**src/rtl/serial_tx_port_pkg.sv**
```systemverilog
// Shared encodings for the serial transmit port: FSM states, register offsets and
// status-word bit positions.
package serial_tx_port_pkg;

  typedef enum logic [1:0] {
    StIdle  = 2'd0,
    StStart = 2'd1,
    StData  = 2'd2,
    StStop  = 2'd3
  } tx_state_e;

  localparam int unsigned RegTxdata = 0;
  localparam int unsigned RegStatus = 1;

  localparam int unsigned StatFull     = 0;
  localparam int unsigned StatEmpty    = 1;
  localparam int unsigned StatBusy     = 2;
  localparam int unsigned StatOvf      = 3;
  localparam int unsigned StatCountLsb = 4;
  localparam int unsigned StatCountW   = 7;

endpackage

```
**src/rtl/serial_tx_port_fifo.sv**
```systemverilog
// Circular-buffer FIFO; a push into a full FIFO is accepted only alongside a pop.
module sync_fifo #(
  parameter int unsigned WIDTH = 8,
  parameter int unsigned DEPTH = 8
) (
  input  logic                     clk,
  input  logic                     reset,
  input  logic                     push,
  input  logic                     pop,
  input  logic [WIDTH-1:0]         wdata,
  output logic [WIDTH-1:0]         rdata,
  output logic                     full,
  output logic                     empty,
  output logic [$clog2(DEPTH):0]   count
);

  localparam int unsigned AW = $clog2(DEPTH);
  localparam int unsigned CW = AW + 1;

  logic [WIDTH-1:0] mem_q [DEPTH];
  logic [AW-1:0]    wr_ptr_q, rd_ptr_q;
  logic [CW-1:0]    count_q;
  logic             do_push, do_pop;

  assign full    = (count_q == CW'(DEPTH));
  assign empty   = (count_q == '0);
  assign count   = count_q;
  assign rdata   = mem_q[rd_ptr_q];
  assign do_pop  = pop && !empty;
  assign do_push = push && (!full || do_pop);

  always_ff @(posedge clk) begin
    if (do_push) mem_q[wr_ptr_q] <= wdata;
  end

  always_ff @(posedge clk) begin
    if (reset) begin
      wr_ptr_q <= '0;
      rd_ptr_q <= '0;
      count_q  <= '0;
    end else begin
      if (do_push) wr_ptr_q <= wr_ptr_q + AW'(1);
      if (do_pop)  rd_ptr_q <= rd_ptr_q + AW'(1);
      count_q <= count_q + CW'(do_push) - CW'(do_pop);
    end
  end

endmodule

```
**src/rtl/serial_tx_port.sv**
```systemverilog
// Memory-mapped 8N1 UART transmitter: TXDATA pushes bytes into a FIFO, STATUS reports
// FIFO/FSM state combinationally during a load strobe.
module serial_tx_port
  import serial_tx_port_pkg::*;
#(
  parameter logic [31:0] BASE_ADDR = 32'h0000_0020,
  parameter int unsigned CLK_DIV   = 434,
  parameter int unsigned DEPTH     = 8
) (
  input  logic        clk,
  input  logic        reset,
  input  logic        strobe,
  input  logic        mem_rw,
  input  logic [31:0] d_addr,
  input  logic [31:0] d_wdata,
  output logic [31:0] d_rdata,
  output logic        d_oe,
  output logic        tx
);

  localparam logic [31:0] TxdataAddr = BASE_ADDR + 32'(RegTxdata);
  localparam logic [31:0] StatusAddr = BASE_ADDR + 32'(RegStatus);
  localparam logic [15:0] BaudMax    = 16'(CLK_DIV - 1);

  logic                   sel_data, sel_stat, push, pop, ovf_set, ovf_clr;
  logic                   fifo_full, fifo_empty;
  logic [7:0]             fifo_rdata;
  logic [$clog2(DEPTH):0] fifo_count;
  logic                   ovf_q;
  tx_state_e              state_q;
  logic [15:0]            baud_q;
  logic [2:0]             bit_idx_q;
  logic [7:0]             shift_q;
  logic                   tx_q;
  logic                   unused_wdata;

  assign unused_wdata = ^{d_wdata[31:8]};

  assign sel_data = strobe && (d_addr == TxdataAddr);
  assign sel_stat = strobe && (d_addr == StatusAddr);
  assign push     = sel_data && mem_rw;
  assign ovf_clr  = sel_stat && mem_rw && d_wdata[3];
  // Full FIFO still accepts a byte when the FSM pops in the same cycle.
  assign ovf_set  = push && fifo_full && !pop;
  assign pop      = !fifo_empty &&
                    ((state_q == StIdle) || ((state_q == StStop) && (baud_q == '0)));

  sync_fifo #(
    .WIDTH (8),
    .DEPTH (DEPTH)
  ) u_fifo (
    .clk   (clk),
    .reset (reset),
    .push  (push),
    .pop   (pop),
    .wdata (d_wdata[7:0]),
    .rdata (fifo_rdata),
    .full  (fifo_full),
    .empty (fifo_empty),
    .count (fifo_count)
  );

  assign d_oe = (sel_data || sel_stat) && !mem_rw;
  assign tx   = tx_q;

  always_comb begin
    d_rdata = '0;
    if (sel_stat && !mem_rw) begin
      d_rdata[StatFull]                        = fifo_full;
      d_rdata[StatEmpty]                       = fifo_empty;
      d_rdata[StatBusy]                        = (state_q != StIdle);
      d_rdata[StatOvf]                         = ovf_q;
      d_rdata[StatCountLsb +: StatCountW]      = StatCountW'(fifo_count);
    end
  end

  always_ff @(posedge clk) begin
    if (reset) begin
      ovf_q <= 1'b0;
    end else if (ovf_set) begin
      ovf_q <= 1'b1;
    end else if (ovf_clr) begin
      ovf_q <= 1'b0;
    end
  end

  // tx follows the state one cycle late, so every bit period stays CLK_DIV clocks.
  always_ff @(posedge clk) begin
    if (reset) begin
      state_q   <= StIdle;
      baud_q    <= '0;
      bit_idx_q <= '0;
      shift_q   <= '0;
      tx_q      <= 1'b1;
    end else begin
      unique case (state_q)
        StStart: tx_q <= 1'b0;
        StData:  tx_q <= shift_q[0];
        default: tx_q <= 1'b1;
      endcase
      unique case (state_q)
        StIdle: begin
          if (!fifo_empty) begin
            shift_q <= fifo_rdata;
            baud_q  <= BaudMax;
            state_q <= StStart;
          end
        end
        StStart: begin
          if (baud_q == '0) begin
            baud_q    <= BaudMax;
            bit_idx_q <= '0;
            state_q   <= StData;
          end else begin
            baud_q <= baud_q - 16'd1;
          end
        end
        StData: begin
          if (baud_q == '0) begin
            baud_q  <= BaudMax;
            shift_q <= shift_q >> 1;
            if (bit_idx_q == 3'd7) state_q <= StStop;
            else                   bit_idx_q <= bit_idx_q + 3'd1;
          end else begin
            baud_q <= baud_q - 16'd1;
          end
        end
        StStop: begin
          if (baud_q == '0) begin
            if (!fifo_empty) begin
              shift_q <= fifo_rdata;
              baud_q  <= BaudMax;
              state_q <= StStart;
            end else begin
              state_q <= StIdle;
            end
          end else begin
            baud_q <= baud_q - 16'd1;
          end
        end
        default: state_q <= StIdle;
      endcase
    end
  end

endmodule

```
**config.mk**
```make
export PLATFORM = sky130hd
export DESIGN_NAME = serial_tx_port
export DESIGN_NICKNAME = d
export VERILOG_FILES = /design/src/rtl/serial_tx_port_pkg.sv /design/src/rtl/serial_tx_port_fifo.sv /design/src/rtl/serial_tx_port.sv
export SDC_FILE = /design/constraint.sdc
export NUM_CORES = 1
export LEC_CHECK = 0
export CAP_MARGIN = 10
export CORE_ASPECT_RATIO = 0.7
export CORE_UTILIZATION = 45
export CTS_CLUSTER_DIAMETER = 60
export DETAILED_ROUTE_END_ITERATION = 7
export MAX_ROUTING_LAYER = met4
export PLACE_DENSITY_LB_ADDON = 0.25
export SYNTH_ARGS = -nofsm -noshare
export SYNTH_HDL_FRONTEND = slang
export SYNTH_SLANG_ARGS = --single-unit
```
**constraint.sdc**
```tcl
create_clock -name clk -period 5.4 [get_ports clk]
set_clock_uncertainty 0.05 [all_clocks]
set_input_delay 1.35 -clock clk [delete_from_list [all_inputs] [get_ports clk]]
set_output_delay 1.35 -clock clk [all_outputs]
set_load 0.01 [all_outputs]
```
==> flow_metrics.tcl, run 1 <==
set metrics [dict create \
    grt_pass1_vias 3331 \
    path_clk_slew_ns 0.07 \
    ys_warn_count 0 \
    ys_seq_area_share_pct 54.33 \
    clock_latency_ns 0.35 \
    grt_max_degree 29 \
    cts_made_buffers 9 \
    startpoint_type "input port" \
    cp_data_arrival_time_ns 3.51 \
    synth_ff_type "edfxtp_1" \
    vias_per_cell 5.519 \
    dpl.hpwl_um 7170 \
    io_buffers 53 \
    async_flop_share_pct 0 \
    hold_viol_final 0 \
    drive_gt1_share_pct 10.57 \
    path_max_fanout 7 \
    layout.nets 571 \
    tightest_slew_ns 1.043 \
    fillers 929 \
    cts_buffer_depth 2 \
    worstHoldPathCells 2 \
    slew_violations 0 \
    holdCritPathClass "flop to flop" \
    cpPeakStageDelay_ns 0.55 \
    postCtsHoldBufs 0 \
    die_h_um 91.58 \
    grt_overflow 0 \
    cts_resized 0 \
    maxCapViolCount 0 \
    critical_path.most_common_cell "clkdlybuf4s50_1" \
    pin_count 102 \
    cpMaxStageDelayCell "clkdlybuf4s50_1" \
    vdd_drop_max_v 0.0001824 \
    worst_setup_path_end_kind "output pin" \
    p_leak_nw 2.148 \
    run_status "finished, final reports clean" \
    fin_crit_ns 4.909 \
    cts_tree "done" \
    rsz0062_at_grt "no" \
    synth_area_per_cell_um2 11.91 \
    wirelength_um 10240 \
    cts-htree-levels 3 \
    critPathKind "input port to output pin" \
    post_cts_buffers 0 \
    die_w_um 130.0 \
    synth-edff-count 64 \
    routedWlPerCell_um 15.87 \
    timing.slew.headroom_pct 30.33 \
    first_pass_iters 4 \
    fmaxAchievable_ghz 0.2037 \
    reg2regPathDepth 7 \
    crit_chain "clkdlybuf4s50_1, nor4_1, nand4_1, nor3_1, nand2_1, nor2_1, clkdlybuf4s50_1" \
    diodes 0 \
    fin_ws_ns 0.4913 \
    area_growth_pct 17.34 \
    setup_viol 0 \
    root_buffer "clkbuf_16" \
    start_util_pct 46.51 \
    required_ns 4.00 \
    core.rowCount 32 \
    synthCells 433 \
    tns_ns 0 \
    grt_use_total_pct 19.03 \
    syn-cell-area_um2 5159 \
    antenna_found_initial 0 \
    power_density_nw_per_um2 444.1 \
    design.die.area_um2 11900 \
    clock_sinks 108 \
    grt_pass1_wl_um 16470 \
    synthDistinctLibCells 56 \
    core-area_um2 11090 \
    gp_congestion 0.8271 \
    fin_crit_sh_pct 90.90 \
    drt_iter0_markers 189 \
    pre_cts_slack_ns 0.4513 \
    ant_nets 0 \
    num_vias 3560 \
    drc 0 \
    ys_ff_latch 108 \
    utilization_pct 54.58 \
]
layout make-up:
type	count	area (um^2)	area share (%)
repair buffers	59	575.6	9.508
clock inverters	6	50.05	0.8268
inverters	17	63.81	1.054
clock buffers	10	229.0	3.783
flip-flops and latches	108	2803	46.30
multi-input cells	292	2141	35.37
well taps	153	191.4	3.162
synthesized netlist by cell type, drive strengths merged, types with 5 or more instances:
cell type | number | area (um^2)
a21oi | 18 | 90.09
a22o | 8 | 70.07
buf | 31 | 217.7
clkbuf | 8 | 30.03
dfxtp | 44 | 880.8
edfxtp | 64 | 1922
ha | 15 | 187.7
inv | 17 | 63.81
mux2i | 12 | 120.1
mux4 | 16 | 360.4
nand2 | 25 | 93.84
nand2b | 5 | 31.28
nand4 | 7 | 43.79
nor2 | 33 | 123.9
nor2b | 6 | 37.54
nor3 | 13 | 65.06
nor4 | 17 | 106.4
nor4b | 6 | 52.55
o21ai | 20 | 100.1
or3 | 7 | 43.79
or4 | 5 | 45.04
critical path, delay by kind of cell:
| family | cells | cell delay (ns) |
|---|---|---|
| AND/OR/NAND/NOR | 5 | 1.21 |
| buffers and inverters | 2 | 0.94 |
cells in the final DEF, fill, tap and decap left out, types with 4 or more instances in the layout:
| cell | n |
|---|---|
| a21oi_1 | 18 |
| a22o_1 | 8 |
| and3_1 | 4 |
| buf_4 | 6 |
| clkbuf_16 | 9 |
| clkdlybuf4s50_1 | 53 |
| conb_1 | 24 |
| dfxtp_1 | 44 |
| edfxtp_1 | 64 |
| ha_1 | 15 |
| inv_1 | 17 |
| mux2i_1 | 12 |
| mux4_2 | 16 |
| nand2_1 | 25 |
| nand2b_1 | 5 |
| nand4_1 | 7 |
| nor2_1 | 33 |
| nor2b_1 | 6 |
| nor3_1 | 11 |
| nor4_1 | 17 |
| nor4b_1 | 6 |
| o21ai_0 | 19 |
| or3_1 | 7 |
final timing paths:
path                                      endpoint          startpoint  slack (ns)
worst min-delay path                          flop  u_fifo.rd_ptr_q[2]        0.43
worst max register to register  u_fifo.mem_q[6][5]           baud_q[0]        1.71
worst min register to register                flop  u_fifo.rd_ptr_q[2]        0.43
worst max-delay path                    d_rdata[0]          d_addr[26]        0.49
report_power, final:
part / switching (mW) / total [mW] / internal (mW)
Sequential: 0.0980 / 1.06 / 0.966
Clock: 0.298 / 0.617 / 0.318
Combinational: 0.557 / 1.01 / 0.451
flip-flops by register name, indices dropped and copies added (netlist names), named ones only:
name / count
bit_idx_q: 3
u_fifo.mem_q: 64
u_fifo.wr_ptr_q: 3
tx: 1
baud_q: 16
ovf_q: 1
u_fifo.count: 4
shift_q: 8
state_q: 2
u_fifo.rd_ptr_q: 3
per-layer routing:
layer / wire length [um] / global-route usage (%)
met5: 0 / -
met1: 5000 / 26.53
met4: 108 / 5.039
met2: 4540 / 27.85
met3: 587 / 4.478
kinds of logic (layout without fill, tap and decap cells):
| logic type | count (synthesis) | count (layout) | share of synthesized area, % |
|---|---|---|---|
| AO/OA/AOI/OAI | 74 | 74 | 9.726 |
| XOR/XNOR | 4 | 4 | 0.6792 |
| adder cells (fa/ha/maj) | 16 | 16 | 4.026 |
| buffers and inverters | 56 | 92 | 6.039 |
| flip-flops | 108 | 108 | 54.33 |
| multiplexers | 31 | 31 | 9.969 |
| other | 1 | 24 | 0.07269 |
| AND/OR/NAND/NOR | 143 | 143 | 15.16 |
metrics by stage:
stage | std cells | power, mW | hold WS (ns) | cell area [um^2]
2_1_floorplan | 456 | 1.854 | 0.3920 | 5245
3_3_place_gp | 629 | 2.050 | 0.4072 | 5774
3_5_place_dp | 629 | 2.082 | 0.4185 | 5774
4_1_cts | 645 | 2.703 | 0.4334 | 6053
5_1_grt | 645 | 2.860 | 0.4600 | 6053
6_report | 645 | 2.688 | 0.4343 | 6053
Note: power is estimated with default switching activity, not from simulation.
==> inputs of run 2 (changes only) <==
--- a/config.mk
+++ b/config.mk
@@ -7,11 +7,13 @@
 export LEC_CHECK = 0
 export CAP_MARGIN = 10
 export CORE_ASPECT_RATIO = 0.7
+export CORE_MARGIN = 1
 export CORE_UTILIZATION = 45
 export CTS_CLUSTER_DIAMETER = 60
 export DETAILED_ROUTE_END_ITERATION = 7
 export MAX_ROUTING_LAYER = met4
 export PLACE_DENSITY_LB_ADDON = 0.25
+export SLEW_MARGIN = 20
 export SYNTH_ARGS = -nofsm -noshare
 export SYNTH_HDL_FRONTEND = slang
 export SYNTH_SLANG_ARGS = --single-unit
==> flow_metrics.tcl, run 2 (synthesized netlist as in run 1, its figures left out) <==
set metrics [dict create \
    tightest_slew_ns 0.9503 \
    final_common_cell "edfxtp_1" \
    num_vias 3560 \
    startpoint_type "input port" \
    fmaxAchievable_ghz 0.2037 \
    fin_crit_sh_pct 90.90 \
    cpMaxStageDelayCell "clkdlybuf4s50_1" \
    drt_iter0_markers 189 \
    die_w_um 130.0 \
    drive_gt1_share_pct 10.77 \
    die_h_um 91.58 \
    vdd_drop_max_v 0.0001822 \
    p_leak_nw 2.151 \
    cts_resized 0 \
    regArea_um2 2803 \
    slew_violations 0 \
    routedWlPerCell_um 15.86 \
    fin_crit_ns 4.909 \
    largest_reg_flops 64 \
    cp_data_arrival_time_ns 3.51 \
    layout.nets 571 \
    reg_top3 "u_fifo.mem_q (64), baud_q (16), shift_q (8)" \
    pin_count 102 \
    critPathLaunch "d_addr[26]" \
    grtUsageMet3_pct 4.478 \
    gp_congestion 0.8271 \
    grt.met1_usage_pct 26.53 \
    critPathKind "input port to output pin" \
    power_density_nw_per_um2 444.1 \
    met2_usage_pct 27.85 \
    layout_common_cells "64 x edfxtp_1, 53 x clkdlybuf4s50_1, 44 x dfxtp_1" \
    first_pass_iters 4 \
    regMostFlops "u_fifo.mem_q" \
    required_ns 4.00 \
    io_buffers 53 \
    timing.slew.headroom_pct 36.41 \
    diodes 0 \
    cts-htree-levels 3 \
    area_growth_pct 17.44 \
    cpPeakStageDelay_ns 0.55 \
    rsz0062_at_grt "no" \
    hold_viol_final 0 \
    antenna_found_initial 0 \
    drc 0 \
    root_buffer "clkbuf_16" \
    tns_ns 0 \
    postCtsHoldBufs 0 \
    vias_per_cell 5.519 \
    path_max_fanout 7 \
    clock_latency_ns 0.35 \
    multi_input_area_um2 2146 \
    grt_pass1_wl_um 16470 \
    core.rowCount 32 \
    clock_sinks 108 \
    holdCritPathClass "flop to flop" \
    grt_pass1_vias 3331 \
    grt_use_total_pct 19.03 \
    critPathTopFamily "simple AND/OR/NAND/NOR gates" \
    r2r_start "baud_q[0]" \
    critical_path.most_common_cell "clkdlybuf4s50_1" \
    post_cts_buffers 0 \
    busiest_layer "met2" \
    cts_made_buffers 9 \
    cts_buffer_depth 2 \
    run_status "finished, final reports clean" \
    min_from "u_fifo.rd_ptr_q[2]" \
    path_clk_slew_ns 0.07 \
    design.die.area_um2 11900 \
    core-area_um2 11090 \
    cts_tree "done" \
    crit_buf_inv 2 \
    total_power_mw 2.690 \
    grt_overflow 0 \
    dpl.hpwl_um 7170 \
    fillers 929 \
    ant_nets 0 \
    setup_viol 0 \
    start_util_pct 46.51 \
    wirelength_um 10230 \
    maxCapViolCount 0 \
    worst_setup_path_end_kind "output pin" \
    grt_max_degree 29 \
    crit_chain "clkdlybuf4s50_1, nor4_1, nand4_1, nor3_1, nand2_1, nor2_1, clkdlybuf4s50_1" \
]
==> run 2: cell count changes in the layout (fill, tap and decap cells not counted) <==
cell     delta
nor3b_1     -1
nor3b_2     +1
==> run 2: power breakdown <==
group,switching (mW),internal (mW),total [mW]
registers,0.0990,0.966,1.06
logic,0.556,0.453,1.01
clock network,0.298,0.318,0.617
total,0.954,1.74,2.69
==> run 2: path summary, 6_finish.rpt <==
kind,depth (start not counted),end,slack (ns)
worst max-delay path,7,d_rdata[0],0.49
worst max register to register,7,u_fifo.mem_q[6][5],1.71
worst min-delay path,2,flop,0.43
worst min register to register,2,flop,0.43
==> run 2: stage by stage <==
step	hold slack (ns)	cell area [um^2]	worst slack, ns	utilization [%]	cells
6_report	0.4346	6058	0.4913	54.63	645
5_1_grt	0.4600	6058	0.1603	54.63	645
4_1_cts	0.4334	6053	0.4233	54.58	645
3_5_place_dp	0.4185	5774	0.4513	52.06	629
3_3_place_gp	0.4072	5774	0.4342	52.06	629
2_1_floorplan	0.3920	5245	1.424	-	456
==> run 2: area by class of cell <==
cell class | count | area share (%)
sequential | 108 | 46.26
multi-input combinational | 292 | 35.42
timing repair buffer | 59 | 9.500
clock buffer | 10 | 3.779
tap | 153 | 3.160
inverter | 17 | 1.053
clock inverter | 6 | 0.8261
==> run 2: worst reg2reg max path: stages (launching register included) <==
cell and delay, ns:
dfxtp_1 0.34, inv_1 0.06, ha_1 0.27, nor4b_1 0.45, nand4_1 0.45, o21ai_0 0.59, nand4_1 0.31, nor2_1 0.80
==> run 2: layer usage <==
metal	vias to the layer above	share of wire (%)
met1	1721	49
met4	0	1.1
met5	-	0
li1	1712	-
met3	10	5.7
met2	117	44
==> inputs of run 3 (changes only) <==
--- a/config.mk
+++ b/config.mk
@@ -5,6 +5,7 @@
 export SDC_FILE = /design/constraint.sdc
 export NUM_CORES = 1
 export LEC_CHECK = 0
+export ABC_AREA = 1
 export CAP_MARGIN = 10
 export CORE_ASPECT_RATIO = 0.7
 export CORE_MARGIN = 1
@@ -12,7 +13,7 @@
 export CTS_CLUSTER_DIAMETER = 60
 export DETAILED_ROUTE_END_ITERATION = 7
 export MAX_ROUTING_LAYER = met4
-export PLACE_DENSITY_LB_ADDON = 0.25
+export PLACE_DENSITY = 0.7
 export SLEW_MARGIN = 20
 export SYNTH_ARGS = -nofsm -noshare
 export SYNTH_HDL_FRONTEND = slang
==> flow_metrics.tcl, run 3 <==
set metrics [dict create \
    seqPwrFrac_pct 35.9 \
    cp_data_arrival_time_ns 3.38 \
    power.switching_mw 1.226 \
    r2r_end "u_fifo.mem_q[1][5]" \
    maxCapViolCount 0 \
    async_flop_share_pct 0 \
    tns_ns 0 \
    worstHoldPathCells 2 \
    drt_iter0_markers 310 \
    pin_count 102 \
    setup_viol 0 \
    pre_cts_slack_ns 0.6514 \
    yosysMostFrequentCell "nor2_1" \
    cts-htree-levels 3 \
    critPathTopFamily "simple AND/OR/NAND/NOR gates" \
    intPower_mw 1.727 \
    synth.area.top_cells "edfxtp_1 35%, dfxtp_1 16%, nor2_1 7.0%" \
    synth_top_area_share_pct 35.00 \
    cts_buffer_depth 2 \
    grt_pass1_wl_um 19020 \
    grt_pass1_vias 3963 \
    ys_ff_latch 108 \
    netlist_top_cells_count "103 x nor2_1, 89 x nand2_1, 71 x inv_1, 64 x edfxtp_1, 44 x dfxtp_1" \
    combPwrFrac_pct 43.5 \
    dpl.hpwl_um 8037 \
    area_growth_pct 16.25 \
    vdd_drop_max_v 0.0002097 \
    layout.nets 765 \
    p_leak_nw 2.564 \
    cts_made_buffers 9 \
    regMostFlops "u_fifo.mem_q" \
    total_power_mw 2.953 \
    r2r_start "baud_q[0]" \
    critPathKind "input port to output pin" \
    synth-edff-count 64 \
    final_common_cell "nor2_1" \
    gp_congestion 0.8809 \
    ant_nets 0 \
    design.die.area_um2 12660 \
    post_cts_buffers 0 \
    start_util_pct 46.50 \
    fin_crit_ns 4.776 \
    synth_ff_type "edfxtp_1" \
    holdCritPathClass "flop to flop" \
    synthDistinctLibCells 40 \
    rsz0062_at_grt "no" \
    crit_chain "clkdlybuf4s50_1, nor2_1, and2_1, nand2_1, nor2_2, nand3b_1, nor2_1, clkdlybuf4s50_1" \
    crit_buf_inv 2 \
    root_buffer "clkbuf_16" \
    drive_gt1_share_pct 7.143 \
    postCtsHoldBufs 0 \
    p_clk_share_pct 20.6 \
    cts_tree "done" \
    path_max_fanout 9 \
    syn-cell-area_um2 5492 \
    cts_resized 0 \
    wirelength_um 11610 \
    switching_share_pct 41.53 \
    cpMaxStageDelayCell "clkdlybuf4s50_1" \
    hold_viol_final 0 \
    drc 0 \
    core-area_um2 11810 \
    cpPeakStageDelay_ns 0.57 \
    num_vias 4211 \
    antenna_found_initial 0 \
    required_ns 4.00 \
    grt_use_total_pct 20.01 \
    r2r_slack_ns 2.82 \
    reg2regPathDepth 10 \
    fin_crit_sh_pct 88.44 \
    startpoint_type "input port" \
    first_pass_iters 5 \
    holdPathEnd "bit_idx_q[1]" \
    path_clk_slew_ns 0.06 \
    core.rowCount 33 \
    synthCells 627 \
    power_density_nw_per_um2 462.7 \
    slew_violations 0 \
    timing.slew.headroom_pct 44.58 \
    clock_sinks 108 \
    grt_overflow 0 \
    layout_common_cells "103 x nor2_1, 89 x nand2_1, 71 x inv_1" \
    min_from "bit_idx_q[1]" \
    reg_top3 "u_fifo.mem_q (64), baud_q (16), shift_q (8)" \
    synth_area_leader_cell "edfxtp_1" \
    fin_ws_ns 0.6244 \
    die_h_um 94.43 \
    routedWlPerCell_um 13.77 \
    fmaxAchievable_ghz 0.2094 \
    tightest_slew_ns 0.8267 \
    worst_setup_path_end_kind "output pin" \
    ys_warn_count 0 \
    largest_reg_flops 64 \
    diodes 0 \
    vias_per_cell 4.995 \
    grt_max_degree 41 \
    run_status "finished, final reports clean" \
    io_buffers 53 \
    ys_seq_area_share_pct 51.04 \
    clock_latency_ns 0.35 \
    synth_area_per_cell_um2 8.758 \
    die_w_um 134.0 \
    holdWs_ns 0.4174 \
]
==> run 3: cell families (layout without fill, tap and decap cells) <==
logic type	count (synthesis)	count (layout)	synth area share, %
compound gates	109	109	10.80
buf+inv	118	154	10.07
simple gates	263	263	22.33
xor+xnor	12	12	1.914
fa+ha+maj	16	16	3.782
flops	108	108	51.04
other cells	1	24	0.06829
==> run 3: tightest hold or removal path: cells and delay by family, from the launching register on <==
kind | cells | cell delay [ns]
AO/OA/AOI/OAI | 1 | 0.06
flip-flops | 1 | 0.31
buffers and inverters | 1 | 0.05
==> run 3: area by class of cell <==
class                      instances  area (um^2)
inverter                          76        290.3
fill                            1025         5425
clock buffer                      11        232.7
timing repair buffer              62        598.1
sequential                       108         2803
multi-input combinational        424         2227
clock inverter                     5        36.28
tap                              157        196.4
==> run 3: through the flow <==
| stage | area, um^2 | util (%) | std cells |
|---|---|---|---|
| after CTS | 6384 | 54.06 | 843 |
| after global placement | 6115 | 51.78 | 827 |
| after detailed placement | 6115 | 51.78 | 827 |
| final | 6384 | 54.06 | 843 |
| after floorplan | 5578 | - | 650 |
| after global routing | 6384 | 54.06 | 843 |
==> run 3: power groups by stage <==
| stage | registers, mW | logic [mW] | clock network [mW] |
|---|---|---|---|
| 2_1_floorplan | 1.05 | 1.02 | 0 |
| 3_3_place_gp | 1.07 | 1.23 | 0 |
| 3_5_place_dp | 1.08 | 1.27 | 0 |
| 4_1_cts | 1.06 | 1.28 | 0.623 |
| 5_1_grt | 1.07 | 1.46 | 0.650 |
| 6_report | 1.06 | 1.28 | 0.609 |
==> run 3: how the worst max path moves through the flow <==
stage,start,endpoint,slack (ns),depth (start not counted)
2_1_floorplan,d_addr[23],d_rdata[0],1.84,6
3_3_place_gp,d_addr[5],d_rdata[4],0.70,8
3_5_place_dp,d_addr[20],d_rdata[2],0.65,8
4_1_cts,d_addr[20],d_rdata[2],0.65,8
5_1_grt,d_addr[21],d_rdata[4],0.51,8
6_report,d_addr[20],d_rdata[2],0.62,8
==> run 3: metal layers <==
layer / routed length (um) / share of wire (%) / vias up / track usage, %
li1: - / - / 2133 / -
met1: 5511 / 47 / 1922 / 25.91
met2: 5029 / 43 / 142 / 31.56
met3: 917 / 7.9 / 14 / 4.509
met4: 151 / 1.3 / 0 / 5.805
met5: 0 / 0 / - / -
